<file path="src/rtl/io_char_responder_if.sv">
// MERA-400 I/O-cycle bus bundle between the CPU (master) and a
// character-device responder (slave). All signals are active-low.
interface io_char_responder_if;
    logic        w_;
    logic        r_;
    logic        in_;
    logic [0:15] ad_;
    logic [0:15] dt_in_;
    logic [0:15] dt_out_;
    logic        ok_;
    logic        en_;
    logic        pe_;

    modport master (
        output w_, r_, in_, ad_, dt_in_,
        input  dt_out_, ok_, en_, pe_
    );

    modport slave (
        input  w_, r_, in_, ad_, dt_in_,
        output dt_out_, ok_, en_, pe_
    );
endinterface

</file>
<file path="src/rtl/io_char_responder.sv">
// MERA-400 character-device I/O responder: TX holding register, RX FIFO.
// Optional IO_CHAR_IRQ_EN adds a maskable irq_ output and writable status.
module io_char_responder #(
    parameter logic [4:0] DEV_NUM  = 5'd1,
    parameter int         RX_DEPTH = 4
) (
    input  logic               clk,
    input  logic               clo_,
    io_char_responder_if.slave bus,
    output logic [7:0]         tx_data,
    output logic               tx_valid,
    input  logic               tx_ready,
    input  logic [7:0]         rx_data,
    input  logic               rx_valid
`ifdef IO_CHAR_IRQ_EN
    ,
    output logic               irq_
`endif
);

    localparam int AW = $clog2(RX_DEPTH);
    localparam int CW = AW + 1;

    typedef enum logic [1:0] {
        S_IDLE,
        S_DECODE,
        S_RESP,
        S_IGNORE
    } state_t;

    state_t r_state;
    state_t w_next;

    logic [0:15] w_ad;
    logic [0:15] w_din;
    logic        w_wr;
    logic        w_rd;
    logic        w_strobe;
    logic        w_sel;
    logic        w_stat;

    logic        r_ok_;
    logic        r_en_;
    logic        r_pe_;
    logic [0:15] r_dout_;
    logic [7:0]  r_tx_data;
    logic        r_tx_valid;

    logic [7:0]  r_mem [RX_DEPTH];
    logic [AW-1:0] r_wp;
    logic [AW-1:0] r_rp;
    logic [CW-1:0] r_cnt;
    logic        r_ovr;
    logic        w_empty;
    logic        w_full;
    logic        w_push;
    logic        w_mask;
    logic [0:15] w_status;

    logic        w_ok;
    logic        w_en;
    logic        w_pe;
    logic [0:15] w_dout;
    logic        w_load;
    logic        w_pop;
    logic        w_ovr_clr;
`ifdef IO_CHAR_IRQ_EN
    logic        w_mask_ld;
    logic        r_mask;
    logic        r_irq_;
`endif

    assign w_ad     = ~bus.ad_;
    assign w_din    = ~bus.dt_in_;
    assign w_wr     = ~bus.w_;
    assign w_rd     = ~bus.r_;
    assign w_strobe = w_wr | w_rd;
    assign w_sel    = ~bus.in_ & w_strobe &
                      (w_ad[10:14] == DEV_NUM);
    assign w_stat   = w_ad[15];

    assign w_empty  = (r_cnt == '0);
    assign w_full   = (r_cnt == CW'(RX_DEPTH));
    // A full FIFO still accepts a byte when the head leaves this cycle
    assign w_push   = rx_valid & (~w_full | w_pop);
    assign w_status = {12'h000, w_mask, r_ovr,
                       ~r_tx_valid, ~w_empty};

    always_ff @(posedge clk or negedge clo_) begin
        if (!clo_) begin
            r_state <= S_IDLE;
        end else begin
            r_state <= w_next;
        end
    end

    always_comb begin
        w_next = r_state;
        unique case (r_state)
            S_IDLE: begin
                if (w_strobe) begin
                    w_next = w_sel ? S_DECODE : S_IGNORE;
                end
            end
            S_DECODE: w_next = w_strobe ? S_RESP : S_IDLE;
            S_RESP:   w_next = w_strobe ? S_RESP : S_IDLE;
            S_IGNORE: w_next = w_strobe ? S_IGNORE : S_IDLE;
            default:  w_next = S_IDLE;
        endcase
    end

    always_comb begin
        w_ok      = 1'b0;
        w_en      = 1'b0;
        w_pe      = 1'b0;
        w_dout    = '0;
        w_load    = 1'b0;
        w_pop     = 1'b0;
        w_ovr_clr = 1'b0;
`ifdef IO_CHAR_IRQ_EN
        w_mask_ld = 1'b0;
`endif
        if (r_state == S_DECODE && w_strobe) begin
            unique case (1'b1)
                w_wr && w_rd: w_pe = 1'b1;
                w_wr && !w_rd && w_stat: begin
`ifdef IO_CHAR_IRQ_EN
                    w_ok      = 1'b1;
                    w_mask_ld = 1'b1;
`else
                    w_pe      = 1'b1;
`endif
                end
                w_wr && !w_rd && !w_stat: begin
                    if (r_tx_valid) begin
                        w_en = 1'b1;
                    end else begin
                        w_ok   = 1'b1;
                        w_load = 1'b1;
                    end
                end
                !w_wr && w_stat: begin
                    w_ok      = 1'b1;
                    w_dout    = w_status;
                    w_ovr_clr = 1'b1;
                end
                !w_wr && !w_stat: begin
                    if (w_empty) begin
                        w_en = 1'b1;
                    end else begin
                        w_ok   = 1'b1;
                        w_pop  = 1'b1;
                        w_dout = {8'h00, r_mem[r_rp]};
                    end
                end
                default: ;
            endcase
        end
    end

    // Reply is latched in DECODE and held until both strobes rise
    always_ff @(posedge clk or negedge clo_) begin
        if (!clo_) begin
            r_ok_   <= 1'b1;
            r_en_   <= 1'b1;
            r_pe_   <= 1'b1;
            r_dout_ <= 16'hFFFF;
        end else if (r_state == S_DECODE) begin
            r_ok_   <= ~w_ok;
            r_en_   <= ~w_en;
            r_pe_   <= ~w_pe;
            r_dout_ <= ~w_dout;
        end else if (r_state != S_RESP || !w_strobe) begin
            r_ok_   <= 1'b1;
            r_en_   <= 1'b1;
            r_pe_   <= 1'b1;
            r_dout_ <= 16'hFFFF;
        end
    end

    always_ff @(posedge clk or negedge clo_) begin
        if (!clo_) begin
            r_tx_data  <= 8'h00;
            r_tx_valid <= 1'b0;
        end else if (w_load) begin
            r_tx_data  <= w_din[8:15];
            r_tx_valid <= 1'b1;
        end else if (r_tx_valid && tx_ready) begin
            r_tx_valid <= 1'b0;
        end
    end

    always_ff @(posedge clk) begin
        if (w_push) begin
            r_mem[r_wp] <= rx_data;
        end
    end

    always_ff @(posedge clk or negedge clo_) begin
        if (!clo_) begin
            r_wp  <= '0;
            r_rp  <= '0;
            r_cnt <= '0;
            r_ovr <= 1'b0;
        end else begin
            if (w_push) begin
                r_wp <= r_wp + AW'(1);
            end
            if (w_pop) begin
                r_rp <= r_rp + AW'(1);
            end
            r_cnt <= r_cnt + CW'(w_push) - CW'(w_pop);
            if (rx_valid && !w_push) begin
                r_ovr <= 1'b1;
            end else if (w_ovr_clr) begin
                r_ovr <= 1'b0;
            end
        end
    end

`ifdef IO_CHAR_IRQ_EN
    always_ff @(posedge clk or negedge clo_) begin
        if (!clo_) begin
            r_mask <= 1'b0;
            r_irq_ <= 1'b1;
        end else begin
            if (w_mask_ld) begin
                r_mask <= w_din[12];
            end
            r_irq_ <= ~(r_mask & (~w_empty | ~r_tx_valid));
        end
    end

    assign w_mask = r_mask;
    assign irq_   = r_irq_;
`else
    assign w_mask = 1'b0;
`endif

    assign bus.ok_     = r_ok_;
    assign bus.en_     = r_en_;
    assign bus.pe_     = r_pe_;
    assign bus.dt_out_ = r_dout_;
    assign tx_data     = r_tx_data;
    assign tx_valid    = r_tx_valid;

endmodule

</file>
<file path="src/flat_wrapper.sv">
// flat-port wrapper written by rule: the top's interface ports become plain ports
module io_char_responder_flat 
#(
    parameter logic [4:0] DEV_NUM  = 5'd1,
    parameter int         RX_DEPTH = 4
)
  (clk, clo_, tx_data, tx_valid, tx_ready, rx_data, rx_valid, bus_w_, bus_r_, bus_in_, bus_ad_, bus_dt_in_, bus_dt_out_, bus_ok_, bus_en_, bus_pe_);
  io_char_responder_if bus_i ();
  input  logic clk;
  input  logic clo_;
  output logic [7:0] tx_data;
  output logic tx_valid;
  input  logic tx_ready;
  input  logic [7:0] rx_data;
  input  logic rx_valid;
  input wire logic [$bits(bus_i.w_)-1:0] bus_w_;
  input wire logic [$bits(bus_i.r_)-1:0] bus_r_;
  input wire logic [$bits(bus_i.in_)-1:0] bus_in_;
  input wire logic [$bits(bus_i.ad_)-1:0] bus_ad_;
  input wire logic [$bits(bus_i.dt_in_)-1:0] bus_dt_in_;
  output wire logic [$bits(bus_i.dt_out_)-1:0] bus_dt_out_;
  output wire logic [$bits(bus_i.ok_)-1:0] bus_ok_;
  output wire logic [$bits(bus_i.en_)-1:0] bus_en_;
  output wire logic [$bits(bus_i.pe_)-1:0] bus_pe_;
  assign bus_i.w_ = bus_w_;
  assign bus_i.r_ = bus_r_;
  assign bus_i.in_ = bus_in_;
  assign bus_i.ad_ = bus_ad_;
  assign bus_i.dt_in_ = bus_dt_in_;
  assign bus_dt_out_ = bus_i.dt_out_;
  assign bus_ok_ = bus_i.ok_;
  assign bus_en_ = bus_i.en_;
  assign bus_pe_ = bus_i.pe_;
  io_char_responder #(.DEV_NUM(DEV_NUM), .RX_DEPTH(RX_DEPTH)) u_core (.clk(clk), .clo_(clo_), .bus(bus_i), .tx_data(tx_data), .tx_valid(tx_valid), .tx_ready(tx_ready), .rx_data(rx_data), .rx_valid(rx_valid));
endmodule
</file>
<file path="config.mk">
export PLATFORM = sky130hd
export DESIGN_NAME = io_char_responder_flat
export DESIGN_NICKNAME = d
export VERILOG_FILES = /design/src/rtl/io_char_responder_if.sv /design/src/rtl/io_char_responder.sv /design/src/flat_wrapper.sv
export SDC_FILE = /design/constraint.sdc
export NUM_CORES = 1
export LEC_CHECK = 0
export BUFFER_PORTS_ARGS = -buffer_cell sky130_fd_sc_hd__buf_4
export CAP_MARGIN = 30
export CORE_MARGIN = 2
export CORE_UTILIZATION = 33
export CTS_CLUSTER_DIAMETER = 30
export DETAILED_ROUTE_END_ITERATION = 7
export HOLD_SLACK_MARGIN = 0.15
export PLACE_DENSITY_LB_ADDON = 0.3
export SETUP_SLACK_MARGIN = 0.1
export SLEW_MARGIN = 40
export SYNTH_ARGS = -nofsm -noshare
export SYNTH_HDL_FRONTEND = slang
export SYNTH_SLANG_ARGS = --single-unit
export TNS_END_PERCENT = 1
</file>
<file path="constraint.sdc">
create_clock -name clk -period 6.79 [get_ports clk]
set_input_delay 1.0185 -clock clk [delete_from_list [all_inputs] [get_ports clk]]
set_output_delay 1.0185 -clock clk [all_outputs]
set_load 0.05 [all_outputs]
</file>
# Word level (Yosys, flattened, before mapping)
# Memory sizes are Yosys's and may differ from the RTL's.
# Cells that the tools add are included.
# W data, S select, Z words.
[op_classes] add_sub_neg=4 eq_ne=7 muxes=36 n_bitwise=17 reduce_logical=20
[op_table] op="$mux W16" n=3
[op_table] op="$pmux W16 S2" n=1
[op_table] op="$mux W1" n=24
[op_table] op="$not A16 Y16" n=1
[op_table] op="$logic_and A1 B1 Y1" n=9
[op_table] op="$not A1 Y1" n=9
[op_table] op="$mux W2" n=4
[op_table] op="$mux W8" n=1
[op_table] op="$not A8 Y8" n=1
[op_table] op="$not A6 Y6" n=1
[op_table] op="$pmux W2 S3" n=1
[op_table] op="$reduce_bool A2 Y1" n=3
[op_table] op="$eq A5 B1 Y1 const B" n=1
[op_table] op="$add A2 B1 Y2 const B" n=2
[op_table] op="$eq A2 B2 Y1 const B" n=2
[op_table] op="$reduce_or A2 Y1" n=2
[op_table] op="$add A3 B1 Y3" n=1
[op_table] op="$and A1 B1 Y1" n=3
[op_table] op="$eq A3 B3 Y1 const B" n=1
[op_table] op="$logic_not A1 Y1" n=3
[op_table] op="$logic_not A3 Y1" n=1
[op_table] op="$pmux W1 S3" n=1
[op_table] op="$sub A3 B1 Y3" n=1
[op_table] op="$eq A2 B1 Y1 const B" n=1
[op_table] op="other kinds (6)" n=7
[word_totals] reg_bits=38 ram_bits=32 input_bits=47 word_cells=96 mem_count=1
[memory_table] memory="u_core.r_mem" depth=4 width=8 read_ports=1 rd_ports_with_merged_regs=0 write_ports=1 line_no="io_char_responder.sv:49" text="logic [7:0] r_mem [RX_DEPTH];"

# Longest topological paths before layout
[logic_depth] depth_word=10 mapped_depth=9 ltp_nobuf=9

# Worst setup path after synthesis
# No wires, ideal clock.
[synth_path] path_type="input -> register" from="input bus_w_" to="register u_core.r_cnt[2]" setup_time_ps=123 t_arrival_ps=2491 setup_slack_ps=4177 stages=8 n_path_buf=1 path_cell_list="buf_2 -> nand4b_4 -> nor2_2 -> ha_1 -> inv_1 -> ha_1 -> fa_1 -> xnor2_1"
[synth_between] elab_chain_len=8 elab_cells_between_ends=10 cone_classes="add/sub (2); mux (2); bitwise (4); reduce/logical (2)"
[synth_rtl] element="from (decl)" line_no="flat_wrapper.sv:16" text="input wire logic [$bits(bus_i.w_)-1:0] bus_w_;"
[synth_rtl] element="$not A1 Y1" line_no="io_char_responder.sv:75" text="assign w_wr = ~bus.w_;"
[synth_rtl] element="$or A1 B1 Y1" line_no="io_char_responder.sv:77" text="assign w_strobe = w_wr | w_rd;"
[synth_rtl] element="$logic_and A1 B1 Y1" line_no="io_char_responder.sv:123" text="if (r_state == S_DECODE && w_strobe) begin"
[synth_rtl] element="$mux W1 (*)" line_no="io_char_responder.sv:123"
[synth_rtl] element="net u_core.w_pop" line_no="io_char_responder.sv:65" text="logic w_pop;"
[synth_rtl] element="$or A1 B1 Y1" line_no="io_char_responder.sv:85" text="assign w_push = rx_valid & (~w_full | w_pop);"
[synth_rtl] element="$and A1 B1 Y1" line_no="io_char_responder.sv:85"
[synth_rtl] element="$add A3 B1 Y3" line_no="io_char_responder.sv:212" text="r_cnt <= r_cnt + CW'(w_push) - CW'(w_pop);"
[synth_rtl] element="$sub A3 B1 Y3 (*)" line_no="io_char_responder.sv:212"
[synth_rtl] element="to (signal assigned)" line_no="io_char_responder.sv:212"
[synth_rtl] element="to (decl)" line_no="io_char_responder.sv:52" text="logic [CW-1:0] r_cnt;"
# Mark *: on every way through the listed nets, which the timed path passes. The rest lies on a longest branch.
# A chain may end at the register's enable or synchronous reset.

# Final worst setup path
[layout_path] from="input bus_r_" to="register u_core.r_cnt[2]"
[layout_between] elab_chain_len=8
[layout_rtl] element="from (decl)" line_no="flat_wrapper.sv:17" text="input wire logic [$bits(bus_i.r_)-1:0] bus_r_;"
[layout_rtl] element="$not A1 Y1 (*)" line_no="io_char_responder.sv:76" text="assign w_rd = ~bus.r_;"
[layout_rtl] element="$or A1 B1 Y1 (*)" line_no="io_char_responder.sv:77"
[layout_rtl] element="$logic_and A1 B1 Y1 (*)" line_no="io_char_responder.sv:123"
[layout_rtl] element="$mux W1 (*)" line_no="io_char_responder.sv:123"
[layout_rtl] element="net u_core.w_pop" line_no="io_char_responder.sv:65"
[layout_rtl] element="$or A1 B1 Y1" line_no="io_char_responder.sv:85"
[layout_rtl] element="$and A1 B1 Y1" line_no="io_char_responder.sv:85"
[layout_rtl] element="$add A3 B1 Y3" line_no="io_char_responder.sv:212"
[layout_rtl] element="$sub A3 B1 Y3 (*)" line_no="io_char_responder.sv:212"
# Marks and branches as above.

==> metrics.csv <==
stage,metric,value,unit
outcome,status,finished clean,
worst_setup_path,WP buf/inv,2,
logic_synthesis,Post-synth EDFFs,32,
logic_synthesis,sequential share of the synthesized area,62.5,%
floorplan,core area,8180,µm²
clocking,CTS resizes,0,
worst_setup_path,CP endpoint kind,flip-flop,
clocking,CTS tree,built,
clocking,clock root cell,clkbuf_8,
logic_synthesis,Yosys top cell area share,34.8,%
cells_and_area,fin nets,295,
placed_design,Placer Congestion,0.741,
global_route,"Remaining Overflow, GRT",0,
pwr,Peak VDD IR,142,µV
worst_setup_path,WS Path Type,in2reg,
worst_setup_path,most used cell along the critical path,ha_1,
clocking,clk buf depth,2,
clocking,worst skew pair latency,330,ps
cells_and_area,share of layout cells above drive strength 1,33.9,%
sta,count of final hold-check violations,0,
route,WL final,4.74,mm
worst_setup_path,CP peak stage delay,400,ps
clocking,clk sinks,62,
route,total iterations of the first detailed-routing run,4,
worst_hold_path,Hold WC Path Type,reg2reg,
logic_synthesis,Syn Area/Cell,15.1,µm²
route,DRT antenna net count,0,
sta,min Tclk post-route,2470,ps
clocking,CTS H-tree depth,3,
route,DRC viols,0,
worst_setup_path,Critical Path Source Type,input port,
flow_run,max_cap viols,0,
clocking,post-CTS setup repair buffer count,0,
cells_and_area,n_diodes,0,
sta,Fmax,405,MHz
logic_synthesis,Mapped Area,2760,µm²
logic_synthesis,synth unique cells,42,
sta,"Period Utilization, post-route",36.4,%
placed_design,hpwl dp,3.30,mm
cells_and_area,layout overhead on the synthesized area,24.4,%
placed_design,Placement Cell Area,3190,µm²
global_route,first-pass GRT wire length,7.79,mm
route,routed vias/inst,4.54,
placed_design,Port Buffers,48,
global_route,GRT Util Overall,11.8,%
logic_synthesis,leading area contributor after synthesis,edfxtp_1,
floorplan,Initial Utilization,33.7,%
floorplan,die width,95.4,µm
pwr,Leak,1.45,nW
route,via count,1576,
sta,Slew @ Worst Pin,522,ps
sta,Finish-stage setup viols,0,
global_route,pin count of the biggest net entering global routing,31,
worst_setup_path,"delay-heaviest family, CP",adder cells,
sta,Setup TNS,0,ps
logic_synthesis,Synth warnings,0,
clocking,CTS buffer count,9,
logic_synthesis,"flops & latches, synth",62,
sta,Pins Over Slew Limit,0,
logic_synthesis,Mapped Cells,183,
sta,RSZ-0062 raised after global routing,no,
floorplan,die area,9110,µm²
logic_synthesis,commonest register cell after synthesis,edfxtp_1,
logic_synthesis,Area contributors post-synth,"edfxtp_1 35%, dfrtp_1 17%, dfstp_2 10%, mux4_1 5.7%, ha_1 4.5%",
global_route,antenna violations before repair,0,
route,Iter 0 DRT Violations,46,
clocking,hold_buf cts,0,
worst_setup_path,required time of the critical path,7010,ps
clocking,clk slew on worst S/H paths,60,ps
floorplan,I/O pin total,75,
pwr,P per Cell Area,403,nW/µm²
worst_setup_path,crit-path cells,buf_4 > nand4b_4 > nor2_2 > ha_1 > inv_1 > ha_1 > fa_1 > xnor2_1,
worst_setup_path,WP data arrival,2690,ps
worst_setup_path,Crit Path Max Fanout,9,
logic_synthesis,fraction of registers with async set or reset after synthesis,48.4,%
global_route,vias in the first global route,1581,
logic_synthesis,cell with the most instances after synthesis,edfxtp_1,
route,Routed WL per cell,13.7,µm
floorplan,die outline height,95.4,µm
worst_setup_path,Slowest cell on crit path,nor2_2,
logic_synthesis,most common library cells after synthesis,"32 x edfxtp_1, 23 x inv_1, 19 x dfrtp_1",
sta,Max-Slew Margin vs Limit,65.2,%
sta,Final Skew,5.97,ps
cells_and_area,Post-Layout Inst Area,3430,µm²
floorplan,Site Rows,33,
-- metal layers --
| metal | global-route usage [%] | vias up | share of wire [%] |
|---|---|---|---|
| met5 | 0 | - | 0 |
| met4 | 3.21 | 0 | 0.44 |
| met3 | 5.38 | 2 | 6.7 |
| met2 | 18.5 | 49 | 48 |
| met1 | 14.8 | 768 | 45 |
| li1 | - | 757 | - |
-- report_power, final --
part / switching, mW / total [mW] / internal, mW
clock: 0.136 / 0.380 / 0.243
sequential: 0.0718 / 0.574 / 0.502
combinational: 0.261 / 0.429 / 0.168
total: 0.469 / 1.38 / 0.914
-- logic make-up (layout without fill, tap and decap cells) --
kind of cell | count (synthesis) | after routing | share of synthesized area [%]
fa+ha+maj | 11 | 11 | 5.26
compound gates | 24 | 24 | 6.94
simple gates | 26 | 26 | 6.35
xor+xnor | 5 | 5 | 1.59
flops | 62 | 62 | 62.5
other cells | 1 | 8 | 0.136
mux | 18 | 18 | 10.6
buf+inv | 36 | 88 | 6.62
-- cell usage in the layout, fill, tap and decap left out, types with 2 or more instances in the layout --
cell type  netlist  layout
xor2_1           3       3
mux4_1           6       6
xnor2_1          2       2
conb_1           1       8
mux2i_1         10      10
o21ai_0          3       3
dfstp_2         11      11
bufinv_16        0       3
a2bb2oi_1        6       6
a21oi_1          5       5
clkbuf_8         0       9
nor2_1           4       4
nor3_1           3       3
and2_1           4       4
nand3_1          2       2
edfxtp_1        32      32
dfrtp_1         19      19
a211oi_1         2       2
inv_1           23      23
ha_1            10      10
buf_4           10      49
nand3b_1         2       2
nand2_1          3       3
-- state kept, by name, summed over array words and instances, names as in the netlist --
signal / count
u_core.r_mem: 32
u_core.r_rp: 2
u_core.r_state: 2
u_core.r_cnt: 3
u_core.bus.en_: 1
u_core.bus.dt_out_: 8
u_core.r_wp: 2
u_core.r_ovr: 1
u_core.bus.ok_: 1
u_core.tx_valid: 1
u_core.tx_data: 8
u_core.bus.pe_: 1
-- path summary, 6_finish.rpt --
| check | slack, ps | from | endpoint | cells past startpoint |
|---|---|---|---|---|
| setup / recovery | 4320 | bus_r_ | u_core.r_cnt[2] | 8 |
| hold / removal | 420 | u_core.r_ovr | u_core.bus.dt_out_[13] | 1 |
| setup reg to reg | 4370 | u_core.r_state[1] | u_core.r_cnt[2] | 9 |
| hold reg to reg | 420 | u_core.r_ovr | u_core.bus.dt_out_[13] | 1 |
| max in group asynchronous | 5860 | clo_ | u_core.bus.ok_ | 1 |
| min in group asynchronous | 600 | clo_ | u_core.r_wp[1] | 1 |
-- cell type report --
| class | instances | area (µm²) |
|---|---|---|
| Fill cell | 765 | 4740 |
| Sequential cell | 62 | 1730 |
| Multi-Input combinational cell | 92 | 883 |
| Clock buffer | 10 | 128 |
| Tap cell | 105 | 131 |
| Timing Repair Buffer | 49 | 368 |
| Inverter | 23 | 86.3 |
| Clock inverter | 6 | 110 |
-- stage by stage --
stage          cells  util [%]  hold WS [ps]  total power [mW]  setup WS, ps
2_1_floorplan    190         -           388             0.899          4180
3_3_place_gp     331      39.1           401              1.01          3970
3_5_place_dp     331      39.1           420              1.02          3950
4_1_cts          347      42.0           427              1.41          4320
5_1_grt          347      42.0           457              1.47          4190
6_report         347      42.0           420              1.38          4320
(Power assumes the default switching activity.)
